--- config.mk ---
export PLATFORM = sky130hd
export DESIGN_NAME = sync_debounce
export DESIGN_NICKNAME = d
export VERILOG_FILES = /design/src/rtl/sync_debounce.sv
export SDC_FILE = /design/constraint.sdc
export NUM_CORES = 1
export LEC_CHECK = 0
export ABC_CLOCK_PERIOD_IN_PS = 1300
export CAP_MARGIN = 10
export CELL_PAD_IN_SITES_DETAIL_PLACEMENT = 0
export CELL_PAD_IN_SITES_GLOBAL_PLACEMENT = 1
export CORE_AREA = 10 10 47 49
export CTS_CLUSTER_DIAMETER = 50
export CTS_CLUSTER_SIZE = 30
export DETAILED_ROUTE_END_ITERATION = 7
export DIE_AREA = 0 0 57 59
export HOLD_SLACK_MARGIN = 0.1
export PLACE_DENSITY = 0.7
export SLEW_MARGIN = 20
export SYNTH_ARGS = -nofsm -noshare
export SYNTH_HDL_FRONTEND = slang
export SYNTH_SLANG_ARGS = --single-unit
--- constraint.sdc ---
create_clock -name clk -period 1.3 [get_ports clk]
set_input_delay 0.195 -clock clk [delete_from_list [all_inputs] [get_ports clk]]
set_output_delay 0.195 -clock clk [all_outputs]
set_load 0.02 [all_outputs]
--- src/rtl/sync_debounce.sv ---
// Two-flop synchronizer plus four-state debounce FSM for a raw async input.
// Define SYNC_DEBOUNCE_EDGE_EN to build the registered rise/fall pulses.
module sync_debounce #(
   parameter int STABLE_CYCLES = 4,
   parameter int CNT_W         = 4
) (
   input  logic clk,
   input  logic rst,
   input  logic din,
   output logic q,
   output logic rise,
   output logic fall
);

   typedef enum logic [1:0] {
      STABLE_LOW,
      WAIT_HIGH,
      STABLE_HIGH,
      WAIT_LOW
   } state_t;

   localparam logic [CNT_W-1:0] LAST = CNT_W'(STABLE_CYCLES - 1);
   localparam bit ONE_SHOT = (STABLE_CYCLES == 1);

   logic             s1;
   logic             s2;
   state_t           state;
   logic [CNT_W-1:0] cnt;
   logic             to_high;
   logic             to_low;

   always_ff @(posedge clk or posedge rst) begin
      if (rst) begin
         s1 <= 1'b0;
         s2 <= 1'b0;
      end else begin
         s1 <= din;
         s2 <= s1;
      end
   end

   // Edges on which the filtered level is about to change.
   always_comb begin
      to_high = 1'b0;
      to_low  = 1'b0;
      unique case (state)
         STABLE_LOW:  to_high = s2 && ONE_SHOT;
         WAIT_HIGH:   to_high = s2 && (cnt == LAST);
         STABLE_HIGH: to_low  = !s2 && ONE_SHOT;
         WAIT_LOW:    to_low  = !s2 && (cnt == LAST);
         default: ;
      endcase
   end

   always_ff @(posedge clk or posedge rst) begin
      if (rst) begin
         state <= STABLE_LOW;
         cnt   <= '0;
         q     <= 1'b0;
      end else begin
         unique case (state)
            STABLE_LOW: begin
               if (to_high) begin
                  state <= STABLE_HIGH;
                  q     <= 1'b1;
               end else if (s2) begin
                  state <= WAIT_HIGH;
                  cnt   <= CNT_W'(1);
               end
            end
            WAIT_HIGH: begin
               if (to_high) begin
                  state <= STABLE_HIGH;
                  cnt   <= '0;
                  q     <= 1'b1;
               end else if (s2) begin
                  cnt <= cnt + CNT_W'(1);
               end else begin
                  state <= STABLE_LOW;
                  cnt   <= '0;
               end
            end
            STABLE_HIGH: begin
               if (to_low) begin
                  state <= STABLE_LOW;
                  q     <= 1'b0;
               end else if (!s2) begin
                  state <= WAIT_LOW;
                  cnt   <= CNT_W'(1);
               end
            end
            WAIT_LOW: begin
               if (to_low) begin
                  state <= STABLE_LOW;
                  cnt   <= '0;
                  q     <= 1'b0;
               end else if (!s2) begin
                  cnt <= cnt + CNT_W'(1);
               end else begin
                  state <= STABLE_HIGH;
                  cnt   <= '0;
               end
            end
            default: begin
               state <= STABLE_LOW;
               cnt   <= '0;
               q     <= 1'b0;
            end
         endcase
      end
   end

`ifdef SYNC_DEBOUNCE_EDGE_EN
   always_ff @(posedge clk or posedge rst) begin
      if (rst) begin
         rise <= 1'b0;
         fall <= 1'b0;
      end else begin
         rise <= to_high;
         fall <= to_low;
      end
   end
`else
   assign rise = 1'b0;
   assign fall = 1'b0;
`endif

endmodule

* Word-level counts from Yosys, hierarchy flattened *
Cells that the tools add are included.

storage, ports and cells
  word-level logic and storage cells = 52
  flip-flop bits (word level) = 9
  bits in writable memories = 0
  ROM bits = 0
  memories = 0
  latch bits = 0

operators by class
  multiplexer cells = 23
  reduce and logical (&&, ||, !) cells = 9
  multiply operators = 0
  shift operators = 0
  order comparisons = 0
  div/mod/pow operators = 0
  add/sub/neg operators = 1
  bitwise gates (word level) = 0
  eq/ne operators = 14

operators with widths
  cell                 count
  $mux 4               8
  $mux 2               8
  $pmux 4 s4           1
  $ne 3x3->1 const B   4
  $ne 2x2->1 const B   4
  $pmux 2 s4           1
  $reduce_and 4->1     2
  $add 4x1->4 const B  1
  $eq 2x2->1 const B   2
  $eq 4x2->1 const B   1
  $mux 1               4
  $ne 2x1->1 const B   2
  $reduce_or 2->1      2
  $eq 2x1->1 const B   1
  $logic_and 1x1->1    2
  $logic_not 2->1      1
  $pmux 1 s2           1
  $reduce_and 2->1     1
  $logic_not 1->1      1

* Longest topological paths before layout *
  word-level depth = 5
  depth in mapped cells = 4
  depth with buffers taken out = 4

* Least setup slack after synthesis *
No wires, ideal clock.

  path type = register -> register
  start point = register cnt[0]
  end point = register q
  slack = 0.150 ns
  required time = 1.173 ns
  cell stages (with the launch flop) = 5
  buffers on the path = 0
  arrival time = 1.023 ns
  period minus slack after synthesis = 1.150 ns
  cells stage by stage = dfrtp_1 ha_1 and4bb_2 a21oi_1 a21oi_1

on the way
  cells in the longest elaborated chain, start to end = 5

ends and longest elaborated chain
  what                                         RTL line  RTL
  start: declaration                           28        logic [CNT_W-1:0] cnt;
  start signal: assignment                     77        cnt <= cnt + CNT_W'(1);
  start signal: assignment                     98        cnt <= cnt + CNT_W'(1);
  $eq 4x2->1 *                                 48, 50
  $logic_and 1x1->1, on equally long branches  50, 48
  $mux 1                                       46        unique case (state)
  $ne 2x1->1 (no source line)                  -
  $reduce_and 2->1 (no source line) *          -
  end signal: assignment                       59        q <= 1'b0;
  end signal: assignment                       65        q <= 1'b1;
  end signal: assignment                       75        q <= 1'b1;
  end: declaration                             10        output logic q,

Mark *: on every way between the ends. The rest lies on a longest branch, timed or not.
A chain may end at the register's enable or synchronous reset.

* Worst setup path in the final report *
  start point = register cnt[1]
  end point = register cnt[1]

on the way
  cells in the longest elaborated chain, start to end = 5

ends and longest elaborated chain
  what
  parallel branches: the longest is 5 deep, another holds $add 4x1->4

Parallel ways; which one is timed is not known.

==> flow_summary.ini <==
[status]
status = complete, no violations

[timing]
setup_tns_ns = 0
hold_violations = 0
rsz0062_at_grt = false
finalCriticalPeriod_ns = 1.211
fmax_mhz = 825.6
skew_ns = 0.003588
report.final.slew_viol_count = 0
min_period_over_period_pct = 93.17
finalSetupViolCount = 0

[detailed_routing]
drc = 0
avgRoutedWirePerCell_um = 11.16
wl_um = 781
drtAntennaViolNets = 0
via_per_inst = 4.700
drt_pass1_iterations = 3
vias = 329
drt_iter0_drc = 4

[logic_synthesis]
synthTopCellsByArea = dfrtp_1 (50%), nand2_1 (5.0%), o32ai_2 (3.6%)
syn-cell-area_um2 = 447.9
synth_cell_types = 22
yosysTopAreaCell = dfrtp_1
netlist_instances = 42
syn_avg_cell_area_um2 = 10.67
yosys_warnings = 0
synth_top_area_share_pct = 50.28
ys_seq_elements = 9
ys_seq_area_share_pct = 50.28

[worst_setup_path]
cp.required_ns = 1.46
crit_path_max_fanout = 5
path_cells = ha_2 > nor3b_1 > buf_4 > o32ai_2
max_stage_delay_ns = 0.39
end_kind = flop
startpoint_type = flop
critical_path_class = reg -> reg
reg2reg_depth = 4
cp_data_arrival_time_ns = 1.37
slowest_stage = dfrtp_1

[global_routing]
grt_usage_pct = 5.336
antenna_found_initial = 0
grt_pass1_wl_mm = 1.373
grt_pass1_vias = 329
grt-ovfl-total = 0
grt_max_degree = 10

[cts]
clockBufferDepth = 2
cts_buffers = 3
cts.htree.levels = 1
cts_tree = built
postCtsHoldBufs = 0
clk_pin_slew_ns = 0.06
postCtsSetupRepairBufs = 0
cts.sinks = 9
insertion_delay_ns = 0.26
root_buffer = clkbuf_4

[place]
dp_hpwl_um = 641
place.gp.congestion = 0.6654
port_buffers = 3
placed_cells_incl_taps = 66

[floorplanning]
pin_count = 6
core_area_um2 = 1401
initial_core_util_pct = 31.96
fp.dieArea_um2 = 3363
die_y_um = 59
die_w_um = 57
row_count = 14

[finish]
layout-drive-gt1-share_pct = 24.07
final_cell_count_no_fill = 70
final_nets = 59
final_common_cell = dfrtp_1
fillers = 154
area_growth_pct = 24.86
antenna-diode-count = 0
post-route-util_pct = 39.91
final_cell_mix = dfrtp_1 (9), nand2_1 (6), buf_4 (6)

[job]
max_cap_viol_count = 0

[pwr]
p_leak_nw = 0.2534
power.density_nw_per_um2 = 1830
vdd_ir_drop_max_v = 0.0008570

[worst_hold_path]
hp-class = in -> async
[cell type report]
cell class / instances / area, um^2 / share of cell area [%]
Multi-Input combinational cell: 29 / 202.7 / 36.24
Sequential cell: 9 / 225.2 / 40.27
Tap cell: 16 / 20.02 / 3.579
Clock buffer: 4 / 26.28 / 4.698
Inverter: 3 / 11.26 / 2.013
Timing Repair Buffer: 9 / 73.82 / 13.20
[worst max-delay path: cells and delay by family, from the launching register on]
kind	cells	cell delay, ns
fa+ha+maj	1	0.20
compound gates	1	0.24
simple gates	1	0.15
flops	1	0.39
buf+inv	1	0.14
[synthesized netlist by cell type]
cell type	count
a21oi_1	3
o32ai_2	1
buf_4	2
conb_1	1
inv_1	3
and4bb_2	1
xnor2_1	1
nand4bb_1	1
nand4_1	1
nor4b_2	1
o21ai_0	2
nand2_1	6
nand3b_1	2
xor2_1	1
ha_1	1
nor3b_1	1
and3b_1	1
nand3_1	1
o22ai_1	1
o21a_1	1
dfrtp_1	9
nor2_1	1
[power by group]
part           internal, mW  leakage, nW  switching (mW)
registers             0.349        0.114          0.0665
clock network         0.118       0.0150          0.0898
logic                 0.220        0.124           0.181
total                 0.686        0.253           0.337
[logic make-up (layout without fill, tap and decap cells)]
family,count (synthesis),after routing,synth area share [%]
AND/OR/NAND/NOR,16,16,24.02
other,1,2,0.8372
XOR/XNOR,2,2,3.911
flip-flops,9,9,50.28
buffers and inverters,5,16,5.865
AO/OA/AOI/OAI,8,8,12.29
adder cells (fa/ha/maj),1,1,2.793
[flip-flops by register name, summed over array words and instances (netlist names)]
name / flops
s1: 1
cnt: 4
s2: 1
state: 2
q: 1
[per-layer routing]
| layer | vias to the layer above | share of wire [%] | global-route usage [%] | routed length [um] |
|---|---|---|---|---|
| met3 | 4 | 3.1 | 1.931 | 24 |
| met5 | - | 0 | 0 | 0 |
| met4 | 0 | 3.7 | 5.034 | 29 |
| li1 | 169 | - | - | - |
| met2 | 5 | 47 | 8.527 | 367 |
| met1 | 151 | 46 | 5.282 | 359 |
[through the flow]
step | cell area (um^2) | hold slack (ns) | worst slack (ns) | total power [mW]
2_1_floorplan | 451.7 | 0.02292 | 0.1504 | 0.6422
3_3_place_gp | 531.8 | 0.3452 | 0.09892 | 0.8282
3_5_place_dp | 531.8 | 0.3378 | 0.03997 | 0.8273
4_1_cts | 556.8 | 0.1956 | 0.02525 | 1.036
5_1_grt | 559.3 | 0.2190 | 0.01451 | 1.111
6_report | 559.3 | 0.1925 | 0.08873 | 1.023
[final timing paths]
path | start | end | slack [ns]
setup / recovery | cnt[1]$_DFFE_PP0P_ | cnt[1]$_DFFE_PP0P_ | 0.09
hold / removal | rst | q$_DFFE_PP0P_ | 0.19
setup reg to reg | cnt[1]$_DFFE_PP0P_ | cnt[1]$_DFFE_PP0P_ | 0.09
hold reg to reg | s1$_DFF_PP0_ | s2$_DFF_PP0_ | 0.35
max in group asynchronous | rst | s2$_DFF_PP0_ | 0.86
min in group clk | s1$_DFF_PP0_ | s2$_DFF_PP0_ | 0.35
[repair_timing]
| item | in CTS | in global routing |
|---|---|---|
| endpoints found under the hold margin | 0 | 0 |
| pin swaps | 0 | 0 |
| endpoints found under the setup margin | 1 | 2 |
| gates resized for setup | 1 | 1 |
Note: power is estimated with default switching activity, not from simulation.
